--- src/rtl/tri_bus_reader.sv ---
// Samples a shared tristate bus once per stable one-hot driver enable and
// queues {driver index, data} captures in a small FIFO for a downstream consumer.
module tri_bus_reader #(
    parameter int unsigned DW     = 8,
    parameter int unsigned SETTLE = 2,
    parameter int unsigned DEPTH  = 4
) (
    input  logic          clk,
    input  logic          rst_n,
    input  logic [DW-1:0] bus_data,
    input  logic [1:0]    bus_en,
    output logic [DW-1:0] out_data,
    output logic          out_src,
    output logic          out_valid,
    input  logic          out_ready,
    output logic          overflow,
    output logic          contention,
    input  logic          clr_err
);

    localparam int unsigned AW = (DEPTH > 2) ? $clog2(DEPTH) : 1;
    localparam int unsigned NW = AW + 1;
    localparam int unsigned CW = 4;

    typedef enum logic [1:0] {
        S_IDLE,
        S_SETTLE,
        S_HOLD
    } state_t;

    state_t          state_q, state_d;
    logic [CW-1:0]   cnt_q, cnt_d;
    logic            src_q, src_d;
    logic            cap_c;
    logic            cont_set_c;

    logic [DW-1:0]   mem_data [DEPTH];
    logic            mem_src  [DEPTH];
    logic [AW-1:0]   wr_ptr_q, rd_ptr_q, rd_nxt_c;
    logic [NW-1:0]   count_q, count_d;
    logic [DW-1:0]   head_data_q, head_data_d;
    logic            head_src_q, head_src_d;
    logic            valid_q;
    logic            ovf_q, cont_q;
    logic            pop_c, push_c, full_c, ovf_set_c;

    // FSM state register
    always_ff @(posedge clk) begin
        if (!rst_n) begin
            state_q <= S_IDLE;
            cnt_q   <= '0;
            src_q   <= 1'b0;
        end else begin
            state_q <= state_d;
            cnt_q   <= cnt_d;
            src_q   <= src_d;
        end
    end

    // Next-state: contention overrides everything, otherwise track enable stability
    always_comb begin
        state_d    = state_q;
        cnt_d      = cnt_q;
        src_d      = src_q;
        cap_c      = 1'b0;
        cont_set_c = 1'b0;
        if (bus_en == 2'b11) begin
            cont_set_c = 1'b1;
            state_d    = S_HOLD;
        end else begin
            case (state_q)
                S_IDLE: begin
                    if (bus_en != 2'b00) begin
                        src_d   = bus_en[1];
                        cnt_d   = CW'(1);
                        state_d = S_SETTLE;
                    end
                end
                S_SETTLE: begin
                    if (bus_en == (src_q ? 2'b10 : 2'b01)) begin
                        if (cnt_q == CW'(SETTLE)) begin
                            cap_c   = 1'b1;
                            state_d = S_HOLD;
                        end else begin
                            cnt_d = CW'(cnt_q + CW'(1));
                        end
                    end else begin
                        state_d = S_IDLE;
                    end
                end
                S_HOLD: begin
                    if (bus_en == 2'b00) begin
                        state_d = S_IDLE;
                    end
                end
                default: state_d = S_IDLE;
            endcase
        end
    end

    assign pop_c     = valid_q && out_ready;
    assign full_c    = (count_q == NW'(DEPTH));
    assign push_c    = cap_c && (!full_c || pop_c);
    assign ovf_set_c = cap_c && full_c && !pop_c;
    assign rd_nxt_c  = AW'(rd_ptr_q + AW'(1));

    // Head register tracks the entry that will sit at the read pointer after this edge
    always_comb begin
        count_d     = NW'(count_q + NW'(push_c) - NW'(pop_c));
        head_data_d = head_data_q;
        head_src_d  = head_src_q;
        if (push_c && ((count_q == '0) || (pop_c && count_q == NW'(1)))) begin
            head_data_d = bus_data;
            head_src_d  = src_q;
        end else if (pop_c) begin
            head_data_d = mem_data[rd_nxt_c];
            head_src_d  = mem_src[rd_nxt_c];
        end
    end

    always_ff @(posedge clk) begin
        if (!rst_n) begin
            for (int i = 0; i < int'(DEPTH); i++) begin
                mem_data[i] <= '0;
                mem_src[i]  <= 1'b0;
            end
            wr_ptr_q    <= '0;
            rd_ptr_q    <= '0;
            count_q     <= '0;
            head_data_q <= '0;
            head_src_q  <= 1'b0;
            valid_q     <= 1'b0;
            ovf_q       <= 1'b0;
            cont_q      <= 1'b0;
        end else begin
            if (push_c) begin
                mem_data[wr_ptr_q] <= bus_data;
                mem_src[wr_ptr_q]  <= src_q;
                wr_ptr_q           <= AW'(wr_ptr_q + AW'(1));
            end
            if (pop_c) begin
                rd_ptr_q <= rd_nxt_c;
            end
            count_q     <= count_d;
            head_data_q <= head_data_d;
            head_src_q  <= head_src_d;
            valid_q     <= (count_d != '0);
            // Set beats clear when both happen in the same cycle
            ovf_q  <= ovf_set_c  ? 1'b1 : (clr_err ? 1'b0 : ovf_q);
            cont_q <= cont_set_c ? 1'b1 : (clr_err ? 1'b0 : cont_q);
        end
    end

    assign out_data   = head_data_q;
    assign out_src    = head_src_q;
    assign out_valid  = valid_q;
    assign overflow   = ovf_q;
    assign contention = cont_q;

endmodule

--- config.mk ---
export PLATFORM = sky130hd
export DESIGN_NAME = tri_bus_reader
export DESIGN_NICKNAME = d
export VERILOG_FILES = /design/src/rtl/tri_bus_reader.sv
export SDC_FILE = /design/constraint.sdc
export NUM_CORES = 1
export LEC_CHECK = 0
export ABC_AREA = 0
export BUFFER_PORTS_ARGS = -buffer_cell sky130_fd_sc_hd__buf_2
export CAP_MARGIN = 10
export CORE_ASPECT_RATIO = 1.75
export CORE_MARGIN = 5
export CORE_UTILIZATION = 30
export DETAILED_ROUTE_END_ITERATION = 6
export GPL_ROUTABILITY_DRIVEN = 0
export GPL_TIMING_DRIVEN = 0
export PLACE_DENSITY = 0.49
export SLEW_MARGIN = 30
export SYNTH_ARGS = -nofsm -noshare
export SYNTH_HDL_FRONTEND = slang
export SYNTH_SLANG_ARGS = --single-unit
export TNS_END_PERCENT = 30
--- constraint.sdc ---
create_clock -name clk -period 4 [get_ports clk]
set_clock_uncertainty 0.15 [all_clocks]
set_input_delay 0.4 -clock clk [delete_from_list [all_inputs] [get_ports clk]]
set_output_delay 0.4 -clock clk [all_outputs]
set_load 0.1 [all_outputs]
* Word level (Yosys, flattened, before mapping)
Memory sizes are Yosys's and may differ from the RTL's. Index checks and enable logic that the tools add are counted.
Cells by class: equality and inequality tests 15, reductions and logical operators 26, muxes and demuxes 33, $add $sub $neg 5, bitwise gates (word level) 2
Operators by type and width (number):
- $mux 8 | 3
- $mux 1 | 17
- $mux 2 | 8
- $mux 4 | 3
- $reduce_bool 2->1 | 5
- $ne 3x3->1 const B | 3
- $reduce_and 3->1 | 3
- $ne 2x2->1 const B | 4
- $pmux 4 s2 | 1
- $reduce_or 8->1 | 1
- $logic_and 1x1->1 | 6
- $pmux 2 s3 | 1
- $reduce_and 5->1 | 1
- $add 2x1->2 const B | 2
- $add 4x1->4 const B | 1
- $eq 2x2->1 const B | 2
- $eq 4x2->1 const B | 1
- $logic_not 2->1 | 2
- $ne 4x4->1 const B | 1
- $add 3x1->3 | 1
- $eq 3x1->1 const B | 1
- $eq 3x3->1 const B | 1
- $logic_not 3->1 | 1
- $reduce_bool 3->1 | 1
- other kinds (8) | 11
Storage, ports and cells: input port bits 14, memories 2, logic and storage cells 95, flip-flop bits (word level) 26, output and inout port bits 12, RAM bits 36
Memory list:
- mem_data | words 4, bits a word 8, rd ports 1, clocked after Yosys merged registers in 0, write ports 4, line 37 | logic [DW-1:0] mem_data [DEPTH];
- mem_src | words 4, bits a word 1, rd ports 1, clocked after Yosys merged registers in 0, write ports 4, line 38 | logic mem_src [DEPTH];

* Depth between registers and ports, before layout
depth after elaboration 11, gate-level depth with buffers 13, mapped depth without buffers 12

* Worst setup path before layout
OpenSTA, ideal clock, no wires.
kind flip-flop to flip-flop, start register valid_q (netlist: out_valid), end register valid_q (netlist: out_valid), clock period less this slack 3.005 ns, cell stages (with the launch flop) 12, data required time 3.722 ns, data arrival time 2.727 ns, path slack 0.995 ns, path buffers 2, setup time 0.128 ns, cells stage by stage dfxtp_1 nand2_1 clkbuf_1 clkbuf_1 inv_1 ha_1 inv_1 ha_1 fa_1 xnor2_1 nor3_1 nor2_1
On the way: cells in the longest elaborated chain, start to end 6
Ends and longest elaborated chain:
- from (decl) | line 43 | logic valid_q;
- from (signal assigned) | line 147 | valid_q <= (count_d != '0);
- $logic_and 1x1->1 (*) | line 101 | assign pop_c = valid_q && out_ready;
- via pop_c | line 45 | logic pop_c, push_c, full_c, ovf_set_c;
- $logic_or 1x1->1 | line 103 | assign push_c = cap_c && (!full_c || pop_c);
- $logic_and 1x1->1 | line 103
- $add 3x1->3 | line 109 | count_d = NW'(count_q + NW'(push_c) - NW'(pop_c));
- $sub 3x1->3 (*) | line 109
- $reduce_bool 3->1 (*) | line 147
Mark *: on every way through the listed nets, which the timed path passes. The rest lies on a longest branch. A chain may end at the register's enable or synchronous reset.

* Worst setup path in the final report
Ends and elaborated chain as after synthesis.

==> results.yml <==
timing:
  fmaxAchievable_ghz: 0.322
  finalCriticalPeriod_ns: 3.10
  setup_violations: 0
  slew_headroom_pct: 42.3
  drv_slew: 0
  timing.final.crit_share_pct: 77.6
  rsz0062_at_grt: "no"
  worst-slew-pin-transition_ns: 0.858
  finalHoldViolCount: 0
  setup_tns_ns: 0
cts:
  cts_root_buf: "clkbuf_16"
  post_cts_resize_count: 0
  cts_tree: "done"
  clock_sinks: 62
  ctsHoldBuffers: 0
  clk_pin_slew_ns: 0.05
  cts_buffers: 9
  cts_setup_buffers: 0
  clockBufferDepth: 2
  insertion_delay_ns: 0.33
  htree_levels: 3
synth:
  synth_edf_count: 33
  syn-instance-count: 268
  ys_types: 48
  yosysSeqAreaShare_pct: 52.3
  yosys-top-cells-area: "edfxtp_1 33%, dfxtp_1 19%, and2_1 7.7%, nor3_1 3.3%, mux2i_1 3.0%"
  synth_area_um2: 3010
  yosysTopAreaCell: "edfxtp_1"
  synth.most_common_cell: "and2_1"
  syn_nets: 290
  postSynthAreaPerCell_um2: 11.2
  async_flop_share_pct: 0
  synth_warnings: 0
  ys_top_cells_by_count: "37 x and2_1, 33 x edfxtp_1, 29 x dfxtp_1, 20 x nor3_1, 15 x inv_1"
  yosysTopAreaCellShare_pct: 33.0
  synth_ff_type: "edfxtp_1"
  ys_seq_elements: 62
worst_setup_path:
  cp-start-kind: "flip-flop"
  r2r-start: "out_valid"
  end_kind: "flip-flop"
  required_ns: 4.04
  worst-r2r-setup-slack_ns: 0.90
  r2r_cells: 11
  crit_fanout: 10
  arrival_ns: 3.14
  crit_type: "reg2reg"
  r2r-end: "out_valid"
run_status:
  status: "finished, final reports clean"
floorplanning:
  die-area_um2: 12200
  die_w_um: 85.7
  io_pins: 26
  core_area_um2: 9850
  core.rowCount: 48
  die_h_um: 142
  initial_core_util_pct: 30.5
detailed_routing:
  routed_via_density: 5.04
  drc: 0
  drtIter0Drc: 102
  num_vias: 2197
  drtAntennaViolNets: 0
  routed_wl_um: 7790
  drt_first_pass_iters: 4
  wl_per_cell_um: 17.9
worst_hold_path:
  whs_endpoint: "contention"
  hold_path_class: "in2reg"
  holdPathStages: 3
  min_from: "clr_err"
power:
  leakagePower_uw: 0.00139
  clock_power_share_pct: 44.1
  power_frac_comb_pct: 19.6
  vdd_ir_drop_max_uv: 224
  pwr-share-seq_pct: 36.3
  sw_frac_of_total_pct: 29.0
  p_sw_uw: 595
  internal_power_uw: 1450
  p_per_area_nw_per_um2: 560
final_layout:
  drive_gt1_share_pct: 23.2
  nNetsFinal: 328
  fin_util_pct: 37.2
  antenna_cells: 0
  area_growth_pct: 21.7
global_route:
  grt_pass1_vias: 2315
  grt_pass1_wl_um: 12600
  grt_max_degree: 12
  antenna_found_initial: 0
  grt_overflow: 0
  track_usage_pct: 13.9
placed_design:
  placement.io_buffers: 25
  dp_hpwl_um: 5780
run:
  maxCapViolCount: 0
worst max path at each step:
stage / depth (start not counted) / startpoint / slack [ns] / to
after global placement: 7 / bus_en[0] / 0.58 / mem_data[3][7]
after global routing: 11 / out_valid / 0.67 / out_valid
after floorplan: 11 / out_valid / 0.99 / out_valid
after detailed placement: 12 / out_ready / 0.71 / out_valid
final: 11 / out_valid / 0.90 / out_valid
after CTS: 11 / out_valid / 0.89 / out_valid
power groups by stage:
stage / clock network (uW) / registers [uW] / logic (uW)
floorplan: 0 / 856 / 203
global placement: 0 / 756 / 401
detailed placement: 0 / 756 / 406
CTS: 922 / 743 / 408
global route: 955 / 750 / 439
finish: 904 / 743 / 402
worst max-delay path, stage by stage (launching register included):
cell	delay, ns
dfxtp_1	0.33
nand2_1	0.10
clkbuf_1	0.40
clkbuf_1	0.48
inv_1	0.24
ha_1	0.34
inv_1	0.04
ha_1	0.18
fa_1	0.38
xnor2_1	0.15
nor3_1	0.13
nor2_1	0.06
metrics by stage:
| stage | power, uW | worst slack, ns | hold WS (ns) | cell area [um^2] | cells |
|---|---|---|---|---|---|
| finish | 2050 | 0.898 | 0.229 | 3660 | 436 |
| global placement | 1160 | 0.576 | 0.312 | 3290 | 418 |
| floorplan | 1060 | 0.995 | 0.291 | 3010 | 268 |
| detailed placement | 1160 | 0.711 | 0.315 | 3310 | 420 |
| global route | 2140 | 0.666 | 0.236 | 3660 | 436 |
| CTS | 2070 | 0.886 | 0.219 | 3660 | 436 |
cells by family after synthesis:
group	share of synthesized area, %
simple gates	21.1
buf+inv	4.08
mux	6.74
xor+xnor	1.17
flops	52.3
compound gates	11.1
fa+ha+maj	3.58
metal layers:
layer	track usage [%]	part of all wire [%]	up-vias
met3	3.94	3.8	16
met2	25.3	55	50
met5	0	0	-
met1	14.7	39	1067
met4	6.09	3.0	0
li1	-	-	1064
cells in the final DEF (no fill, tap or decap), drive strengths merged, types with 3 or more instances in the layout:
cell	synthesis	routed
clkbuf	7	17
nor4	4	4
mux2i	9	9
nand3	3	3
o21ai	4	4
and3	3	3
nor3b	4	4
a221oi	8	8
nor2	7	7
edfxtp	33	33
dfxtp	29	29
mux2	8	8
ha	7	7
and2	37	37
a21oi	6	6
nand2b	4	4
nor3	22	22
nand2	12	12
clkinv	0	3
a211oi	9	9
buf	7	34
xnor2	3	3
bufinv	0	3
inv	15	15
flip-flops by register name, summed over array words and instances (netlist names):
register    count
wr_ptr_q        2
out_valid       1
count_q         3
mem_data       32
mem_src         4
overflow        1
src_q           1
contention      1
out_data        8
state_q         2
out_src         1
rd_ptr_q        2
cnt_q           4
layout make-up:
class / instances / area (um^2)
clock inverter: 6 / 109
fill: 1008 / 6190
sequential: 62 / 1570
timing repair buffer: 27 / 140
buffer: 14 / 66.3
tap: 125 / 156
inverter: 15 / 56.3
clock buffer: 10 / 239
multi-input combinational: 177 / 1320
Note: power is estimated with default switching activity, not from simulation.
